===== src/rtl/wav_pkg.sv =====
// Shared types and defaults for the oscilloscope ping-pong capture controller.
// No logic; consumed by wav_capture_ctrl and wav_trig_detect.
package wav_pkg;

  typedef enum logic [2:0] {
    ST_IDLE,
    ST_HOLDOFF,
    ST_WAIT_TRIG,
    ST_CAPTURE,
    ST_DONE
  } wav_state_t;

  localparam int WAV_ADDR_W    = 10;
  localparam int WAV_DATA_W    = 8;
  localparam int WAV_HOLDOFF_W = 32;

  // Display starts on the bank opposite the first write bank.
  localparam logic RD_BANK_RST = 1'b1;

endpackage


===== src/rtl/wav_trig_detect.sv =====
// Rising-crossing trigger comparator with an auto-trigger timeout counter.
// Combinational hit/force from registered prev sample and timeout count; no backpressure.
module wav_trig_detect
  import wav_pkg::*;
#(
  parameter int DATA_W    = WAV_DATA_W,
  parameter int HOLDOFF_W = WAV_HOLDOFF_W
) (
  input  logic                 pclk,
  input  logic                 rst_n,
  input  logic                 s_valid,
  input  logic [DATA_W-1:0]    s_data,
  input  logic                 in_wait,
  input  logic [DATA_W-1:0]    cfg_trig_level,
  input  logic [HOLDOFF_W-1:0] cfg_trig_timeout,
  output logic                 trig_hit,
  output logic                 trig_force
);

  logic [DATA_W-1:0]    prev;
  logic [HOLDOFF_W-1:0] to_cnt;

  // prev tracks every sample so the crossing compares against the true predecessor.
  always_ff @(posedge pclk) begin
    if (!rst_n)
      prev <= '0;
    else if (s_valid)
      prev <= s_data;
  end

  // Counter holds once the timeout is reached so it cannot wrap while waiting for a sample.
  always_ff @(posedge pclk) begin
    if (!rst_n || !in_wait)
      to_cnt <= '0;
    else if (!trig_force)
      to_cnt <= to_cnt + 1'b1;
  end

  assign trig_hit   = s_valid && (prev < cfg_trig_level) && (s_data >= cfg_trig_level);
  assign trig_force = (cfg_trig_timeout != '0) && (to_cnt >= cfg_trig_timeout);

endmodule


===== src/rtl/wav_capture_ctrl.sv =====
// Ping-pong waveform capture sequencer; bank swap only on vsync after a full frame.
// Writes registered 1 cycle after s_valid; no backpressure. WAV_TRIG_EN adds trigger/timeout.
module wav_capture_ctrl
  import wav_pkg::*;
#(
  parameter int ADDR_W    = WAV_ADDR_W,
  parameter int DATA_W    = WAV_DATA_W,
  parameter int HOLDOFF_W = WAV_HOLDOFF_W
) (
  input  logic                 pclk,
  input  logic                 rst_n,
  input  logic                 s_valid,
  input  logic [DATA_W-1:0]    s_data,
  input  logic                 i_vs,
  input  logic                 cfg_single,
  input  logic                 cfg_start,
  input  logic [HOLDOFF_W-1:0] cfg_holdoff,
  input  logic [DATA_W-1:0]    cfg_trig_level,
  input  logic [HOLDOFF_W-1:0] cfg_trig_timeout,
  output logic                 wr_en,
  output logic [ADDR_W:0]      wr_addr,
  output logic [DATA_W-1:0]    wr_data,
  output logic                 rd_bank,
  output logic                 frame_ready,
  output logic                 auto_trig,
  output logic                 busy
);

  wav_state_t           state;
  logic                 wr_bank;
  logic [ADDR_W-1:0]    cnt;
  logic [HOLDOFF_W-1:0] hold_lat;
  logic [HOLDOFF_W-1:0] hold_cnt;
  logic                 vs_d;
  logic                 vs_rise;

  assign vs_rise = i_vs && !vs_d;

`ifdef WAV_TRIG_EN
  localparam wav_state_t HOLDOFF_NEXT = ST_WAIT_TRIG;

  logic trig_hit;
  logic trig_force;

  wav_trig_detect #(
    .DATA_W    (DATA_W),
    .HOLDOFF_W (HOLDOFF_W)
  ) u_trig_detect (
    .pclk             (pclk),
    .rst_n            (rst_n),
    .s_valid          (s_valid),
    .s_data           (s_data),
    .in_wait          (state == ST_WAIT_TRIG),
    .cfg_trig_level   (cfg_trig_level),
    .cfg_trig_timeout (cfg_trig_timeout),
    .trig_hit         (trig_hit),
    .trig_force       (trig_force)
  );
`else
  // Free-run: holdoff leads straight into capture; trigger config has no effect.
  localparam wav_state_t HOLDOFF_NEXT = ST_CAPTURE;

  logic unused_cfg;
  assign unused_cfg = ^{cfg_trig_level, cfg_trig_timeout};
`endif

  always_ff @(posedge pclk) begin
    if (!rst_n) begin
      state       <= ST_IDLE;
      wr_bank     <= 1'b0;
      cnt         <= '0;
      hold_lat    <= '0;
      hold_cnt    <= '0;
      vs_d        <= 1'b0;
      wr_en       <= 1'b0;
      wr_addr     <= '0;
      wr_data     <= '0;
      rd_bank     <= RD_BANK_RST;
      frame_ready <= 1'b0;
      auto_trig   <= 1'b0;
      busy        <= 1'b0;
    end else begin
      wr_en       <= 1'b0;
      frame_ready <= 1'b0;
      vs_d        <= i_vs;

      case (state)
        ST_IDLE: begin
          if (!cfg_single || cfg_start) begin
            state    <= ST_HOLDOFF;
            hold_lat <= cfg_holdoff;
            hold_cnt <= '0;
            busy     <= 1'b1;
          end
        end

        ST_HOLDOFF: begin
          if (hold_cnt == hold_lat)
            state <= HOLDOFF_NEXT;
          else
            hold_cnt <= hold_cnt + 1'b1;
        end

`ifdef WAV_TRIG_EN
        ST_WAIT_TRIG: begin
          // A real crossing takes priority over the timeout when both fire together.
          if (s_valid && (trig_hit || trig_force)) begin
            wr_en     <= 1'b1;
            wr_addr   <= {wr_bank, {ADDR_W{1'b0}}};
            wr_data   <= s_data;
            cnt       <= {{(ADDR_W-1){1'b0}}, 1'b1};
            auto_trig <= !trig_hit;
            state     <= ST_CAPTURE;
          end
        end
`endif

        ST_CAPTURE: begin
          if (s_valid) begin
            wr_en   <= 1'b1;
            wr_addr <= {wr_bank, cnt};
            wr_data <= s_data;
            cnt     <= cnt + 1'b1;
            if (cnt == {ADDR_W{1'b1}})
              state <= ST_DONE;
          end
        end

        ST_DONE: begin
          // Swapping only here keeps the display from ever reading a half-written bank.
          if (vs_rise) begin
            rd_bank     <= wr_bank;
            wr_bank     <= ~wr_bank;
            frame_ready <= 1'b1;
            if (cfg_single) begin
              state <= ST_IDLE;
              busy  <= 1'b0;
            end else begin
              state    <= ST_HOLDOFF;
              hold_lat <= cfg_holdoff;
              hold_cnt <= '0;
            end
          end
        end

        default: begin
          state <= ST_IDLE;
          busy  <= 1'b0;
        end
      endcase
    end
  end

endmodule


===== config.mk =====
export PLATFORM = sky130hd
export DESIGN_NAME = wav_capture_ctrl
export DESIGN_NICKNAME = d
export VERILOG_FILES = /design/src/rtl/wav_pkg.sv /design/src/rtl/wav_trig_detect.sv /design/src/rtl/wav_capture_ctrl.sv
export SDC_FILE = /design/constraint.sdc
export NUM_CORES = 1
export LEC_CHECK = 0
export ABC_CLOCK_PERIOD_IN_PS = 1900
export BUFFER_PORTS_ARGS = -buffer_cell sky130_fd_sc_hd__clkbuf_2
export CAP_MARGIN = 20
export CORE_UTILIZATION = 30
export CTS_BUF_LIST = sky130_fd_sc_hd__clkbuf_16
export DETAILED_ROUTE_END_ITERATION = 8
export SLEW_MARGIN = 20
export SYNTH_ARGS = -nofsm -noshare
export SYNTH_HDL_FRONTEND = slang
export SYNTH_SLANG_ARGS = --single-unit

===== constraint.sdc =====
create_clock -name pclk -period 1.9 [get_ports pclk]
set_input_delay 0.095 -clock pclk [delete_from_list [all_inputs] [get_ports pclk]]
set_output_delay 0.095 -clock pclk [all_outputs]
set_load 0.05 [all_outputs]

==> metrics.md <==
| Metric | Value |
|---|---|
| Initial antenna violation count | 0 |
| Gr usage total | 16.69% |
| Combinational power share | 13.9% |
| EDFF count, synth | 0 |
| Status | complete, but fails checks |
| Placed cell areas | 5444 µm² |
| Vias in the first global route | 4,355 |
| H-tree Lvls | 3 |
| Clk pwr share | 39.6% |
| Max Clock Freq | 0.4919 GHz |
| Die W | 125.4 µm |
| CTS Buf Count | 9 |
| Starting Density | 31.09% |
| Detail Route Antenna Nets | 0 |
| Clock Path Buffers | 2 |
| Switching power total | 1.315 mW |
| Max_cap viols | 0 |
| Sink Count | 102 |
| Met3 Resource Use GR | 4.022% |
| Final Slew Violations | 0 |
| Pwr Density | 746.0 nW/µm² |
| Share of layout cells above drive strength 1 | 30.95% |
| Root buf cell | clkbuf_16 |
| Slew headroom | 52.57% |
| DR vias | 4,390 |
| Setup TNS | -1.256 ns |
| Crit Path Max Fanout | 19 |
| CP Class | reg2reg |
| Worst setup margin | -0.1330 ns |
| Clock Latency Late Sink | 0.36 ns |
| CP Launch Type | flop |
| Sequential power share | 46.5% |
| Largest net degree at the start of global routing | 66 |
| Crit path launch | hold_cnt[19] |
| DRC viols | 2 |
| Io pins | 110 |
| Std cell rows | 44 |
| Final hold violations | 0 |
| Gr busiest metal | met2 |
| Port buffer count | 68 |
| CTS tree | done |
| Final setup fails | 27 |
| Initial DRC Count | 267 |
| Fin area | 6540 µm² |
| Hpwl dp | 8542 µm |
| Final net count | 797 |
| Ys flop type | dfxtp_1 |
| HP Class | in2reg |
| Skew final | 0.006283 ns |
| Violated checks | DRC, setup timing |
| Peak supply drop | 0.0004967 V |
| Routed WL | 12,740 µm |
| Tmin final | 2.033 ns |
| Leak pwr | 2.666 nW |
| Final period util | 107.0% |
| Avg Cell Area, Syn | 8.204 µm² |
| Synthesized area | 4569 µm² |
| Seq/Total Area, Yosys | 44.69% |
| DP Worst Slack | -0.3344 ns |
| Crit path DAT | 2.31 ns |
| Int Power | 3.563 mW |
| RSZ-0062 raised after global routing | yes |
| Drt pass-1 iters | 7 |
| Async SR Flop Fraction | 0% |
| Clk slew on worst S/H paths | 0.07 ns |
| Met2 Track Usage GR | 28.79% |
| Flops & latches, synth | 102 |
| Layout area overhead | 43.13% |
| Yosys cell types | 57 |
| Mapped Cells | 557 |
| Placer congestion estimate | 0.8610 |
| Overflow left after global routing | 0 |
| Placeable core region | 14,700 µm² |
| Worst-margin pin slew | 0.7115 ns |
| Diodes inserted | 0 |
| Die area | 15,730 µm² |
| Element type at the critical path end | flop |
| Switch share | 26.96% |
| Grt met1 use | 20.47% |
| First-pass GRT wire length | 20,970 µm |
| Hold_sp | cfg_holdoff[8] |
| Vias/cell | 4.889 |
| Worst r2r src | hold_cnt[19] |
| Synthesized Nets | 645 |
| Number of warning messages in the yosys log | 0 |
| Die height | 125.4 µm |
| Wire length per cell | 14.19 µm |
| Data required, critical path | 2.18 ns |
| Hold Slack | 0.007833 ns |
-- state kept, by name, indices dropped and copies added, names as in the netlist, 3 cells and up --
signal / flops
wr_addr: 11
hold_cnt: 32
wr_data: 8
cnt: 10
hold_lat: 32
state: 3
-- worst paths after layout --
check	to	slack, ns	depth (start not counted)
max	hold_cnt[23]	-0.13	9
min	hold_lat[8]	0.008	3
max reg2reg	hold_cnt[23]	-0.13	9
min reg2reg	wr_addr[9]	0.46	2
-- cells in the mapped netlist (3+ instances only) --
cell type / count / area (µm²)
o21ai_0: 13 / 65.06
o2111ai_1: 3 / 26.28
nand3_1: 9 / 45.04
nor2_1: 28 / 105.1
and2_1: 5 / 31.28
o2bb2ai_1: 3 / 26.28
o211ai_1: 3 / 22.52
clkbuf_1: 20 / 75.07
nor4_1: 6 / 37.54
or3_1: 18 / 112.6
buf_4: 3 / 22.52
dfxtp_1: 102 / 2042
or4_1: 5 / 37.54
xor2_1: 42 / 367.9
nand2b_1: 3 / 18.77
o31ai_1: 4 / 30.03
buf_6: 3 / 33.78
inv_1: 6 / 22.52
a21oi_1: 77 / 385.4
o21ai_1: 9 / 45.04
nand2_1: 134 / 503.0
and3_1: 8 / 50.05
nand4_1: 8 / 50.05
-- logic make-up after synthesis --
family	after synthesis	synth area share (%)
xor+xnor	43	8.242
flops	102	44.69
fa+ha+maj	2	0.5476
buf+inv	34	3.559
simple gates	247	26.15
mux	1	0.2191
compound gates	127	16.51
other cells	1	0.08207
-- cell type report --
type / instances / area [µm²]
Clock buffer: 9 / 225.2
Fill cell: 1370 / 8159
Timing Repair Buffer: 169 / 1262
Inverter: 6 / 22.52
Clock inverter: 7 / 88.84
Tap cell: 184 / 230.2
Multi-Input combinational cell: 421 / 2630
Sequential cell: 102 / 2081
-- power by group through the flow --
stage / combinational (mW) / clock [mW] / sequential [mW]
finish: 0.678 / 1.93 / 2.27
global route: 0.739 / 2.06 / 2.28
CTS: 0.634 / 1.96 / 2.26
detailed placement: 0.533 / 0 / 2.31
global placement: 0.524 / 0 / 2.31
floorplan: 0.314 / 0 / 2.31
-- critical path, cell delays in order (launching register included) --
cell	delay (ns)
dfxtp_2	0.37
xor2_1	0.21
nor4_2	0.07
buf_4	0.14
nand4_2	0.09
buf_6	0.14
o2111ai_4	0.12
buf_12	0.18
or4_1	0.47
a21oi_1	0.17
-- layout by cell type (no fill, tap or decap), drive strengths merged, types with 2 or more instances in the layout --
cell         synthesis  routed
nand2              134     134
dfxtp              102     102
a21oi               77      77
clkbuf              20      77
buf                  8      61
xor2                42      42
dlygate4sd3          0      40
nor2                28      28
o21ai               23      23
or3                 18      18
nand4               10      10
and3                10      10
nand3                9       9
inv                  6       9
nor4                 8       8
and2                 6       6
or4                  5       5
o31ai                4       4
o211ai               4       4
nor3                 4       4
or2                  4       4
o2111ai              4       4
nand2b               3       3
o2bb2ai              3       3
nor2b                2       2
o22ai                2       2
ha                   2       2
and4                 2       2
nor3b                2       2
clkinv               0       2
-- routing by layer --
metal  wire length, µm  part of all wire (%)  up-vias
li1                  -                     -     2215
met1              5804                    46     2075
met2              6286                    49       85
met3               469                   3.7       15
met4               181                   1.4        0
met5                 0                     0        -
-- stage by stage --
stage	utilization [%]	power [mW]	cells
after floorplan	-	2.622	557
after global placement	37.04	2.832	836
after detailed placement	37.04	2.843	836
after CTS	42.77	4.861	894
after global routing	44.49	5.080	898
final	44.49	4.879	898
-- timing repair --
action,4_1_cts,5_1_grt
hold buffers,40,0
pin swaps,11,9
hold endpoints to repair,40,0
setup buffers,2,3
endpoints found under the setup margin,33,36
gates cloned,0,1
resized for setup,25,60
Power figures use the tool's default switching activity.
